**config.mk**
```make
export PLATFORM = sky130hd
export DESIGN_NAME = cfi_violation_handler_flat
export DESIGN_NICKNAME = d
export VERILOG_FILES = /design/src/rtl/cfi_violation_handler_if.sv /design/src/rtl/cfi_violation_handler.sv /design/src/flat_wrapper.sv
export SDC_FILE = /design/constraint.sdc
export NUM_CORES = 1
export LEC_CHECK = 0
export ABC_AREA = 1
export BUFFER_PORTS_ARGS = -buffer_cell sky130_fd_sc_hd__buf_4
export CAP_MARGIN = 20
export CORE_ASPECT_RATIO = 0.6
export CORE_UTILIZATION = 42
export DETAILED_ROUTE_END_ITERATION = 10
export PLACE_DENSITY_LB_ADDON = 0.3
export SETUP_SLACK_MARGIN = 0.1
export SLEW_MARGIN = 20
export SYNTH_ARGS = -nofsm -noshare
export SYNTH_HDL_FRONTEND = slang
export SYNTH_SLANG_ARGS = --single-unit
```
**constraint.sdc**
```tcl
create_clock -name clk_i -period 4.2 [get_ports clk_i]
set_input_delay 0.63 -clock clk_i [delete_from_list [all_inputs] [get_ports clk_i]]
set_output_delay 0.63 -clock clk_i [all_outputs]
set_load 0.01 [all_outputs]
```
**src/rtl/cfi_violation_handler_if.sv**
```systemverilog
// ---------------------------------------------------------------------------
// cfi_violation_handler_if : exception types plus CSR/checker/controller bundle
// Rev 1.0
// ---------------------------------------------------------------------------
`default_nettype none

package ariane_pkg;
  typedef struct packed {
    logic [63:0] cause;
    logic [63:0] tval;
    logic        valid;
  } exception_t;

  localparam logic [63:0] BREAKPOINT = 64'd3;
endpackage

interface cfi_violation_handler_if #(
  parameter int CNT_W = 8
);
  logic                   enable_i;
  logic                   clear_i;
  ariane_pkg::exception_t chk_ex_i;
  logic [63:0]            viol_pc_i;
  logic                   ex_taken_i;
  ariane_pkg::exception_t ex_o;
  logic                   pending_o;
  logic [CNT_W-1:0]       violation_cnt_o;
  logic                   dropped_o;
  logic                   lockout_o;

  modport slave (
    input  enable_i, clear_i, chk_ex_i, viol_pc_i, ex_taken_i,
    output ex_o, pending_o, violation_cnt_o, dropped_o, lockout_o
  );

  modport master (
    output enable_i, clear_i, chk_ex_i, viol_pc_i, ex_taken_i,
    input  ex_o, pending_o, violation_cnt_o, dropped_o, lockout_o
  );
endinterface

`default_nettype wire

```
**src/rtl/cfi_violation_handler.sv**
```systemverilog
// ---------------------------------------------------------------------------
// cfi_violation_handler : turns CFI checker events into held exceptions,
// counts them, suppresses re-triggers during flush and raises sticky lockout.
// Rev 1.0
// ---------------------------------------------------------------------------
`default_nettype none

module cfi_violation_handler #(
  parameter int CNT_W          = 8,
  parameter int LOCK_THRESHOLD = 4,
  parameter int HOLDOFF_CYCLES = 8
) (
  input  logic                    clk_i,
  input  logic                    rst_i,
  cfi_violation_handler_if.slave  bus
);

  localparam int               HOLD_W    = (HOLDOFF_CYCLES > 1) ? $clog2(HOLDOFF_CYCLES + 1) : 1;
  localparam logic [HOLD_W-1:0] HOLD_LOAD = HOLD_W'(HOLDOFF_CYCLES);
  localparam logic [CNT_W-1:0]  CNT_MAX   = '1;

  typedef enum logic [1:0] {
    IDLE    = 2'd0,
    PENDING = 2'd1,
    HOLDOFF = 2'd2,
    LOCKED  = 2'd3
  } state_t;

  state_t                 state;
  ariane_pkg::exception_t ex_q;
  logic                   pending_q;
  logic                   dropped_q;
  logic                   lockout_q;
  logic [CNT_W-1:0]       cnt_q;
  logic [HOLD_W-1:0]      hold_q;

  logic                   evt;
  logic [CNT_W-1:0]       cnt_base;
  logic [CNT_W-1:0]       cnt_inc;
  logic                   lock_base;
  logic                   lock_hit;
  logic                   unused_tval;

  assign evt         = bus.chk_ex_i.valid & bus.enable_i;
  assign unused_tval = ^bus.chk_ex_i.tval;

  // Clear is folded in before any increment so clear+event in IDLE yields a count of 1.
  always_comb begin
    cnt_base  = bus.clear_i ? '0 : cnt_q;
    cnt_inc   = (cnt_base == CNT_MAX) ? cnt_base : cnt_base + CNT_W'(1);
    lock_base = bus.clear_i ? 1'b0 : lockout_q;
    lock_hit  = (LOCK_THRESHOLD != 0) && (32'(cnt_inc) >= LOCK_THRESHOLD);
  end

  always_ff @(posedge clk_i or posedge rst_i) begin
    if (rst_i) begin
      state     <= IDLE;
      ex_q      <= '0;
      pending_q <= 1'b0;
      dropped_q <= 1'b0;
      lockout_q <= 1'b0;
      cnt_q     <= '0;
      hold_q    <= '0;
    end else begin
      cnt_q     <= cnt_base;
      lockout_q <= lock_base;
      dropped_q <= bus.clear_i ? 1'b0 : dropped_q;
      case (state)
        IDLE: begin
          if (evt) begin
            ex_q.valid <= 1'b1;
            ex_q.cause <= bus.chk_ex_i.cause;
            ex_q.tval  <= bus.viol_pc_i;
            cnt_q      <= cnt_inc;
            lockout_q  <= lock_base | lock_hit;
            pending_q  <= 1'b1;
            state      <= PENDING;
          end
        end
        PENDING: begin
          if (evt) dropped_q <= 1'b1;
          if (bus.ex_taken_i) begin
            ex_q      <= '0;
            pending_q <= 1'b0;
            if (HOLDOFF_CYCLES == 0) begin
              state <= lock_base ? LOCKED : IDLE;
            end else begin
              hold_q <= HOLD_LOAD;
              state  <= HOLDOFF;
            end
          end
        end
        HOLDOFF: begin
          if (evt) dropped_q <= 1'b1;
          if (hold_q <= HOLD_W'(1)) begin
            hold_q <= '0;
            state  <= lock_base ? LOCKED : IDLE;
          end else begin
            hold_q <= hold_q - HOLD_W'(1);
          end
        end
        LOCKED: begin
          if (bus.clear_i) state <= IDLE;
        end
        default: state <= IDLE;
      endcase
    end
  end

  assign bus.ex_o            = ex_q;
  assign bus.pending_o       = pending_q;
  assign bus.violation_cnt_o = cnt_q;
  assign bus.dropped_o       = dropped_q;
  assign bus.lockout_o       = lockout_q;

endmodule

`default_nettype wire

```
**src/flat_wrapper.sv**
```systemverilog
// flat-port wrapper written by rule: the top's interface ports become plain ports
module cfi_violation_handler_flat 
#(
  parameter int CNT_W          = 8,
  parameter int LOCK_THRESHOLD = 4,
  parameter int HOLDOFF_CYCLES = 8
)
  (clk_i, rst_i, bus_enable_i, bus_clear_i, bus_chk_ex_i, bus_viol_pc_i, bus_ex_taken_i, bus_ex_o, bus_pending_o, bus_violation_cnt_o, bus_dropped_o, bus_lockout_o);
  cfi_violation_handler_if #(.CNT_W(CNT_W)) bus_i ();
  input  logic clk_i;
  input  logic rst_i;
  input wire logic [$bits(bus_i.enable_i)-1:0] bus_enable_i;
  input wire logic [$bits(bus_i.clear_i)-1:0] bus_clear_i;
  input wire logic [$bits(bus_i.chk_ex_i)-1:0] bus_chk_ex_i;
  input wire logic [$bits(bus_i.viol_pc_i)-1:0] bus_viol_pc_i;
  input wire logic [$bits(bus_i.ex_taken_i)-1:0] bus_ex_taken_i;
  output wire logic [$bits(bus_i.ex_o)-1:0] bus_ex_o;
  output wire logic [$bits(bus_i.pending_o)-1:0] bus_pending_o;
  output wire logic [$bits(bus_i.violation_cnt_o)-1:0] bus_violation_cnt_o;
  output wire logic [$bits(bus_i.dropped_o)-1:0] bus_dropped_o;
  output wire logic [$bits(bus_i.lockout_o)-1:0] bus_lockout_o;
  assign bus_i.enable_i = bus_enable_i;
  assign bus_i.clear_i = bus_clear_i;
  assign bus_i.chk_ex_i = bus_chk_ex_i;
  assign bus_i.viol_pc_i = bus_viol_pc_i;
  assign bus_i.ex_taken_i = bus_ex_taken_i;
  assign bus_ex_o = bus_i.ex_o;
  assign bus_pending_o = bus_i.pending_o;
  assign bus_violation_cnt_o = bus_i.violation_cnt_o;
  assign bus_dropped_o = bus_i.dropped_o;
  assign bus_lockout_o = bus_i.lockout_o;
  cfi_violation_handler #(.CNT_W(CNT_W), .LOCK_THRESHOLD(LOCK_THRESHOLD), .HOLDOFF_CYCLES(HOLDOFF_CYCLES)) u_core (.clk_i(clk_i), .rst_i(rst_i), .bus(bus_i));
endmodule
```
==> metrics.cfg, run 1 <==
[hold_path]
hold_path.class = input pin to async pin

[clock_tree]
worst_skew_pair.late_latency_ns = 0.41
cts_max_path_buffers = 2
postCtsHoldBufs = 0
cts_buffers = 17
path_clk_slew_ns = 0.06
cts_num_sinks = 145
root_buffer = clkbuf_16
cts_tree = yes
cts_resized = 0
h-tree-depth = 4
cts_setup_buffers = 0

[grt]
grt.total_usage_pct = 21.86
grt_pass1_wl_um = 28290
grt_overflow = 0
antenna_found_initial = 0
grt_max_degree = 146
grt_pass1_vias = 5503

[worst_setup_path]
crit_path_cell_trace = inv_1 -> ha_1 -> inv_4 -> or2_1 -> o21ai_2 -> a21oi_4 -> buf_12 -> mux2_4
worst_setup_path_end_kind = flip-flop
startpoint = u_core.state[1]
arrival_ns = 2.77
critPathBufInv = 3
required_ns = 4.49
critPathKind = flip-flop to flip-flop
r2r-start = u_core.state[1]
crit_fanout = 62
critPathTopFamily = buffers and inverters
start_kind = flip-flop
worst_path_max_delay_cell = inv_4
slowest_delay_ns = 0.43

[finish]
nNetsFinal = 1163
area_growth_syn_to_layout_pct = 41.34
drive_gt1_share_pct = 42.99
antenna_cells = 0
final_area_sq_mm = 0.009472

[routing]
via_per_inst = 4.795
vias = 5624
drc = 0
wl_per_cell_um = 15.28
first_pass_iters = 4
drt-initial-drc-count = 347
routed_wl_um = 17930
ant_nets = 0

[synth]
ys_seq_elements = 145
syn_area_per_cell_sq_um = 9.533
syn_area_sq_mm = 0.006701
synth_edf_count = 0
ys_warn_count = 0
syn_inst = 703
synthArstFlopShare_pct = 100.0
ys.flop_type = dfrtp_1
yosysUniqueCellTypes = 26
syn-num-nets = 908
ys_seq_area_share_pct = 54.14

[sta]
fin_ws_ns = 1.716
finalHoldViolations = 0
setup_violations = 0
slew_headroom_pct = 34.89
worst_pin_slew_ns = 0.9743
layout_min_cycle_time_ns = 2.484
fmax_ghz = 0.4026
fin_crit_sh_pct = 59.13
drv_slew = 0
fin_worst_skew_ns = 0.01079
tns_ns = 0
rsz0062_at_grt = no
whs_ns = 0.4536

[pwr]
ir_drop_uv = 457.5
p_leak_nw = 4.694
pwr-share-clk_pct = 24.2
swShare_pct = 39.30
combPwrFrac_pct = 43.1
power_density_mw_per_mm2 = 712.3
power.switching_mw = 2.652
pwr-share-seq_pct = 32.6
p_int_mw = 4.095

[floorplan]
die_w_um = 165.1
start_util_pct = 43.35
pin_count = 338
die_y_um = 99.85
die-area_sq_mm = 0.01648
num_rows = 35
coreArea_sq_mm = 0.01546

[status]
status = complete, no violations

[placement]
io_buffers = 273
post-dp-hpwl_um = 12000
gp_congestion = 0.8024
placed_area_sq_mm = 0.008838
dp_worst_setup_slack_ns = 1.676

[job]
cap_viol_max_count = 0

==> cell families (layout without fill, tap and decap cells) <==
logic type / count (synthesis) / after routing / synth area share, %
buffers and inverters: 202 / 469 / 13.07
and+or+nand+nor: 199 / 199 / 14.49
AOI/OAI and AO/OA: 149 / 149 / 16.77
DFF: 145 / 145 / 54.14
adders and majority gates: 7 / 7 / 1.307
muxes: 1 / 1 / 0.2240
==> final timing paths <==
kind                                        end  slack, ns  cells after the start
setup reg to reg           u_core.bus.pending_o       1.72                      8
hold / removal              u_core.bus.ex_o[10]       0.45                      3
hold reg to reg            u_core.bus.dropped_o       0.52                      1
max in group asynchronous   u_core.bus.ex_o[13]       3.16                      3
setup / recovery           u_core.bus.pending_o       1.72                      8
min in group clk_i          u_core.bus.ex_o[43]       0.46                      3
==> power groups by stage <==
stage	registers [mW]	logic (mW)	clock network (mW)
6_report	2.20	2.91	1.63
3_5_place_dp	2.21	2.94	0
5_1_grt	2.27	3.19	1.73
3_3_place_gp	2.20	2.91	0
4_1_cts	2.20	2.94	1.67
2_1_floorplan	2.42	1.60	0
==> cells in the final DEF, fill, tap and decap left out, drive strengths merged <==
master      n
o21ai     137
buf       280
nand3     142
nand2      31
mux2        1
clkinvlp    3
clkbuf     19
or2         1
o22ai       2
o31ai       3
a22o        1
ha          7
nor2       18
clkinv      3
dfrtp     145
a21oi       6
inv       160
bufinv      4
nand4       4
nor3        3
==> Yosys cell counts, types with 5 or more instances <==
master | instances | area (sq um)
a21oi_1 | 5 | 25.02
buf_6 | 15 | 168.9
clkbuf_1 | 27 | 101.4
dfrtp_1 | 145 | 3628
ha_1 | 7 | 87.58
inv_1 | 155 | 581.8
nand2_1 | 30 | 112.6
nand3_1 | 141 | 705.7
nor2_1 | 16 | 60.06
o21ai_0 | 24 | 120.1
o21ai_1 | 17 | 85.08
o21ai_2 | 96 | 840.8
==> stage by stage <==
step / util, % / instances / total power [mW]
2_1_floorplan: - / 703 / 4.018
3_3_place_gp: 57.18 / 1142 / 5.113
3_5_place_dp: 57.18 / 1142 / 5.152
4_1_cts: 61.27 / 1173 / 6.809
5_1_grt: 61.27 / 1173 / 7.181
6_report: 61.27 / 1173 / 6.747
==> worst register-to-register path: cells and delay by family, from the launching register on <==
kind | cells | cell delay (ns)
buffers and inverters | 3 | 0.86
and+or+nand+nor | 1 | 0.24
adders and majority gates | 1 | 0.23
AOI/OAI and AO/OA | 2 | 0.28
DFF | 1 | 0.41
muxes | 1 | 0.37
==> registers in the layout (all words and copies together), names as in the netlist <==
name,cells
u_core.bus.ex_o,128
u_core.hold_q,4
u_core.bus.violation_cnt_o,8
u_core.bus.pending_o,1
u_core.state,2
u_core.bus.dropped_o,1
u_core.bus.lockout_o,1
==> routing by layer <==
layer / track usage, % / share of wire (%) / vias to the layer above
met5: 0 / 0 / -
met4: 4.587 / 0.73 / 0
met3: 6.942 / 9.0 / 13
met2: 33.50 / 45 / 217
met1: 30.40 / 46 / 2631
li1: - / - / 2763
==> area by class of cell <==
class	count	area, sq um
tap	203	254.0
timing repair buffer	280	2152
clock buffer	19	452.9
inverter	158	599.3
clock inverter	12	180.2
multi-input combinational	356	2205
sequential	145	3628
fill	1308	5987
(Power assumes the default switching activity.)
==> run 2: changes to the inputs <==
--- a/config.mk
+++ b/config.mk
@@ -5,11 +5,11 @@
 export SDC_FILE = /design/constraint.sdc
 export NUM_CORES = 1
 export LEC_CHECK = 0
-export ABC_AREA = 1
+export ABC_AREA = 0
 export BUFFER_PORTS_ARGS = -buffer_cell sky130_fd_sc_hd__buf_4
 export CAP_MARGIN = 20
 export CORE_ASPECT_RATIO = 0.6
-export CORE_UTILIZATION = 42
+export CORE_UTILIZATION = 39
 export DETAILED_ROUTE_END_ITERATION = 10
 export PLACE_DENSITY_LB_ADDON = 0.3
 export SETUP_SLACK_MARGIN = 0.1
==> constraint.sdc (replaced) <==
create_clock -name clk_i -period 2.18 [get_ports clk_i]
set_input_delay 0.327 -clock clk_i [delete_from_list [all_inputs] [get_ports clk_i]]
set_output_delay 0.327 -clock clk_i [all_outputs]
set_load 0.01 [all_outputs]
==> run 2 against run 1 <==
Effect of this change:
- synthesized area is 17% lower
- critical path depth is 2 lower
- clock skew is 0.0020 ns higher
- global-route usage is 1.5 points lower
- design area is 11% lower
- clock power is 67% higher
- routed wire length is 12% lower
- maximum frequency is 27% higher
- total power is 81% higher
- count of clock-buffer cells in the layout is 1 higher
- flip-flop and latch count stayed put
- largest power group unchanged
- highest routed layer unchanged
==> metrics.cfg, run 2 <==
[routing]
drc = 0
via_per_inst = 5.131
first_pass_iters = 4
routed_wl_um = 15750
drt-initial-drc-count = 347
ant_nets = 0
vias = 4454
wl_per_cell_um = 18.14

[floorplan]
num_rows = 33
die_y_um = 94.40
die-area_sq_mm = 0.01473
die_w_um = 156.0
coreArea_sq_mm = 0.01375
pin_count = 338
start_util_pct = 40.36

[synth]
synthTopCellsByCount = dfrtp_1, a22o_1, buf_2
syn-num-nets = 592
synth_top_area_share_pct = 65.39
syn_area_sq_mm = 0.005549
synth.top_cells.by_area = dfrtp_1, a22o_1, buf_6
synthArstFlopShare_pct = 100.0
ys_seq_elements = 145
ys.flop_type = dfrtp_1
syn_inst = 387
yosysMostFrequentCell = dfrtp_1
syn_area_per_cell_sq_um = 14.34
synth_edf_count = 0
yosysUniqueCellTypes = 38
ys_seq_area_share_pct = 65.39
ys_warn_count = 0
yosysTopAreaCell = dfrtp_1

[grt]
grt.total_usage_pct = 20.32
antenna_found_initial = 0
grt_pass1_wl_um = 23070
grt_max_degree = 86
grt_overflow = 0
grt_pass1_vias = 4402

[worst_setup_path]
crit_fanout = 6
critPathKind = flip-flop to flip-flop
arrival_ns = 2.25
required_ns = 2.48
worst_setup_path_end_kind = flip-flop
start_kind = flip-flop

[finish]
mostFrequentLayoutCells = buf_4, dfrtp_1, a22o_1, clkbuf_16, buf_12
antenna_cells = 0
final_common_cell = buf_4
fin_util_pct = 61.40
nNetsFinal = 868
area_growth_syn_to_layout_pct = 52.13
drive_gt1_share_pct = 48.52
largest_reg_flops = 128

[clock_tree]
cts_num_sinks = 145
worst_skew_pair.late_latency_ns = 0.41
postCtsHoldBufs = 0
cts_max_path_buffers = 2
cts_tree = yes
path_clk_slew_ns = 0.06
cts_buffers = 17
h-tree-depth = 4
root_buffer = clkbuf_16

[placement]
post-dp-hpwl_um = 10620
gp_congestion = 0.7703
io_buffers = 273

[sta]
tns_ns = 0
slew_headroom_pct = 62.73
worst_pin_slew_ns = 0.5533
setup_violations = 0
fin_crit_sh_pct = 89.37
rsz0062_at_grt = no
fmax_ghz = 0.5133
layout_min_cycle_time_ns = 1.948
drv_slew = 0
finalHoldViolations = 0
fin_worst_skew_ns = 0.01281

[job]
cap_viol_max_count = 0

[pwr]
ir_drop_uv = 681.0
swShare_pct = 35.13
pwr-share-clk_pct = 22.2
p_int_mw = 7.942
power_density_mw_per_mm2 = 1450
pwr-share-seq_pct = 36.3
power.switching_mw = 4.301
p_leak_nw = 4.386
combPwrFrac_pct = 41.5

[status]
status = complete, no violations

[hold_path]
hold_path.class = input pin to async pin

## run 2: cell types whose count changed in the layout (fill, tap and decap cells not counted), moves of 4 or more
cell / previous run / this run
o21ai_2: 96 / 1
a22o_1: 1 / 128
a211oi_1: 0 / 4
o21ai_0: 24 / 3
nand2_1: 30 / 5
bufinv_16: 4 / 0
o21ai_1: 17 / 0
nand3_1: 141 / 5
nand2b_1: 0 / 4
nor2_1: 16 / 6
inv_1: 154 / 6
## run 2: worst paths after layout
path	slack [ns]	depth (start not counted)	from	to
max	0.23	6	u_core.state[1]	u_core.bus.violation_cnt_o[6]
min	0.02	3	rst_i	u_core.bus.ex_o[127]
max reg2reg	0.23	6	u_core.state[1]	u_core.bus.violation_cnt_o[6]
min reg2reg	0.51	1	u_core.bus.ex_o[68]	u_core.bus.ex_o[68]
max in group asynchronous	1.74	3	rst_i	u_core.bus.ex_o[95]
min in group clk_i	0.13	2	bus_viol_pc_i[9]	u_core.bus.ex_o[10]
## run 2: cell families (layout without fill, tap and decap cells)
logic type               Yosys count  count (layout)  synth area share [%]
XOR/XNOR                           1               1                0.1579
multiplexers                       2               2                0.3833
buffers and inverters             37             325                 4.555
flip-flops                       145             145                 65.39
AND/OR/NAND/NOR                   41              41                 4.239
AO/OA/AOI/OAI                    154             155                 23.70
adder cells (fa/ha/maj)            7               7                 1.578
## run 2: area by class of cell
type	instances	area (sq um)
Fill cell	1088	5308
Clock inverter	12	98.84
Sequential cell	145	3628
Timing Repair Buffer	286	2273
Inverter	7	30.03
Clock buffer	20	456.7
Multi-Input combinational cell	206	1714
Tap cell	192	240.2
## run 2: stage by stage
stage                     instances  power, mW  setup WS [ns]  hold slack [ns]  cell area [sq um]
after global placement          830      9.142         0.1213           0.4726               7766
after CTS                       862      12.09         0.1005          0.03891               8328
after global routing            868      12.94        0.06067          0.05496               8442
after detailed placement        830      9.286       0.005576           0.4765               7766
after floorplan                 387      7.042        0.03397           0.4595               5553
final                           868      12.24         0.2318          0.02259               8442
## run 2: power by group through the flow
stage               combinational, mW  clock [mW]  sequential (mW)
finish                           5.08        2.72             4.45
global route                     5.47        2.89             4.58
CTS                              4.87        2.78             4.45
detailed placement               4.84           0             4.45
global placement                 4.73           0             4.41
floorplan                        2.19           0             4.85
## run 2: critical path, stage by stage, from the launching register on
cell,delay (ns)
dfrtp_1,0.41
inv_1,0.17
ha_2,0.35
and3_1,0.32
and4_1,0.28
nor2_1,0.06
a211oi_1,0.25
## run 2: layer usage
metal / vias up / global-route usage (%) / share of wire (%) / routed length, um
met3: 17 / 5.186 / 8.0 / 1255
li1: 2039 / - / - / -
met2: 194 / 33.33 / 48 / 7582
met5: - / 0 / 0 / 0
met1: 2204 / 26.30 / 43 / 6746
met4: 0 / 7.271 / 1.0 / 162
## run 2: what timing repair did
item | 4_1_cts | 5_1_grt
gates resized for setup | 2 | 3
endpoints found under the hold margin | 0 | 0
pin swaps | 0 | 1
endpoints found under the setup margin | 76 | 66
buffers inserted | 0 | 3
gates cloned | 0 | 3
==> run 3: changes to the inputs <==
--- a/config.mk
+++ b/config.mk
@@ -12,6 +12,7 @@
 export CORE_UTILIZATION = 39
 export DETAILED_ROUTE_END_ITERATION = 10
 export PLACE_DENSITY_LB_ADDON = 0.3
+export REMOVE_ABC_BUFFERS = 1
 export SETUP_SLACK_MARGIN = 0.1
 export SLEW_MARGIN = 20
 export SYNTH_ARGS = -nofsm -noshare
==> run 3 against run 2 <==
Effect of this change:
- the flow now finishes with violations (hold timing)
- largest power group unchanged
- hold slack worse by 0.025 ns
- critical endpoint is now u_core.bus.ex_o[24]
- non-clock buffer count down 4
- count of clock-buffer cells in the layout unchanged
- critical path depth unchanged
==> metrics.cfg, run 3 (synthesis gave the netlist of run 2 again) <==
[job]
cap_viol_max_count = 0

[finish]
n_fill_cell = 1118
fin_util_pct = 60.51
final_common_cell = buf_4
area_growth_syn_to_layout_pct = 49.92
drive_gt1_share_pct = 47.69
seq_area_sq_mm = 0.003628
largest_reg_flops = 128
multiInputGateArea_sq_mm = 0.001683
nNetsFinal = 863
mostFrequentLayoutCells = buf_4, dfrtp_1, a22o_1, clkbuf_16, inv_6
antenna_cells = 0
final_area_sq_mm = 0.008319
fin_cells = 863

[grt]
grt.total_usage_pct = 19.79
grt_max_degree = 85
antenna_found_initial = 0
grt_pass1_wl_um = 22400
grt_overflow = 0
grt_pass1_vias = 4274

[placement]
post-dp-hpwl_um = 10670
placed_area_sq_mm = 0.007750
dp_cells = 831
gp_congestion = 0.7634
io_buffers = 273

[clock_tree]
cts_max_path_buffers = 2
cts_tree = yes
cts_setup_buffers = 0
cts_buffers = 17
postCtsHoldBufs = 0
path_clk_slew_ns = 0.06
cts_num_sinks = 145
h-tree-depth = 4
cts_resized = 0
worst_skew_pair.late_latency_ns = 0.41
root_buffer = clkbuf_16

[worst_setup_path]
r2r_setup_slack_ns = 0.23
r2r_cells = 6
slowest_delay_ns = 0.41
required_ns = 2.51
r2r-end = u_core.bus.ex_o[24]
startpoint = u_core.state[1]
endpoint = u_core.bus.ex_o[24]
arrival_ns = 2.28
critPathBufInv = 2
crit_path_cell_trace = inv_1 -> ha_1 -> nand3_1 -> nor2_4 -> buf_12 -> a22o_1
critPathTopFamily = buffers and inverters
crit_cells = 6
r2r-start = u_core.state[1]
worst_setup_path_end_kind = flip-flop
start_kind = flip-flop
critPathKind = flip-flop to flip-flop
worst_path_max_delay_cell = dfrtp_1
crit_fanout = 84

[sta]
whs_ns = -0.002113
drv_slew = 0
fmax_ghz = 0.5138
fin_crit_sh_pct = 89.28
tns_ns = 0
finalHoldViolations = 7
worst_pin_slew_ns = 0.5734
rsz0062_at_grt = no
setup_violations = 0
slew_headroom_pct = 61.77
layout_min_cycle_time_ns = 1.946
fin_worst_skew_ns = 0.01100

[pwr]
power_density_mw_per_mm2 = 1441
p_leak_nw = 4.341
ir_drop_uv = 599.1

[floorplan]
die-area_sq_mm = 0.01473
die_w_um = 156.0
start_util_pct = 40.36
num_rows = 33
coreArea_sq_mm = 0.01375
pin_count = 338
die_y_um = 94.40

[routing]
routed_wl_um = 15040
drc = 0
drt-initial-drc-count = 218
ant_nets = 0
vias = 4392
wl_per_cell_um = 17.43
via_per_inst = 5.089
first_pass_iters = 4

[status]
status = finished with violations
violations = hold timing

[hold_path]
hold_path.class = input pin to async pin

run 3: changes by cell type in the layout (fill, tap and decap cells not counted), sizes merged:
cell and change:
o21ai -1, bufinv +1, inv +3, clkinv -4, buf -2, clkbuf -2
run 3: layer usage:
layer	up-vias	share of wire, %	global-route usage, %
li1	2023	-	-
met1	2175	43	26.16
met2	183	48	31.66
met3	11	8.3	6.241
met4	0	0.83	5.229
met5	-	0	0
run 3: worst min path at each step:
| stage | to | slack, ns | cells past startpoint |
|---|---|---|---|
| 2_1_floorplan | u_core.bus.violation_cnt_o[1] | 0.39 | 1 |
| 3_5_place_dp | u_core.hold_q[3] | 0.44 | 2 |
| 3_3_place_gp | u_core.bus.ex_o[118] | 0.43 | 2 |
| 4_1_cts | u_core.bus.ex_o[92] | 0.008 | 2 |
| 6_report | u_core.bus.ex_o[92] | -0.002 | 2 |
| 5_1_grt | u_core.bus.ex_o[64] | 0.02 | 2 |
run 3: cell type report:
class                      instances  area share [%]
timing repair buffer             282           26.05
sequential                       145           43.62
clock inverter                    12           1.474
multi-input combinational        205           20.23
inverter                           7          0.3760
clock buffer                      20           5.369
tap                              192           2.888
run 3: metrics by stage:
stage	setup slack (ns)	power, mW
after floorplan	-3.173	6.656
after CTS	0.2154	12.12
after detailed placement	0.2284	9.258
after global routing	0.1112	12.68
final	0.2336	11.99
after global placement	0.3350	9.096
run 3: power by group:
group	switching, mW	internal, mW	total [mW]	leakage [nW]
clock network	1.16	1.63	2.79	0.269
logic	2.30	2.46	4.76	2.11
registers	0.682	3.76	4.44	1.96
total	4.15	7.84	12.0	4.34
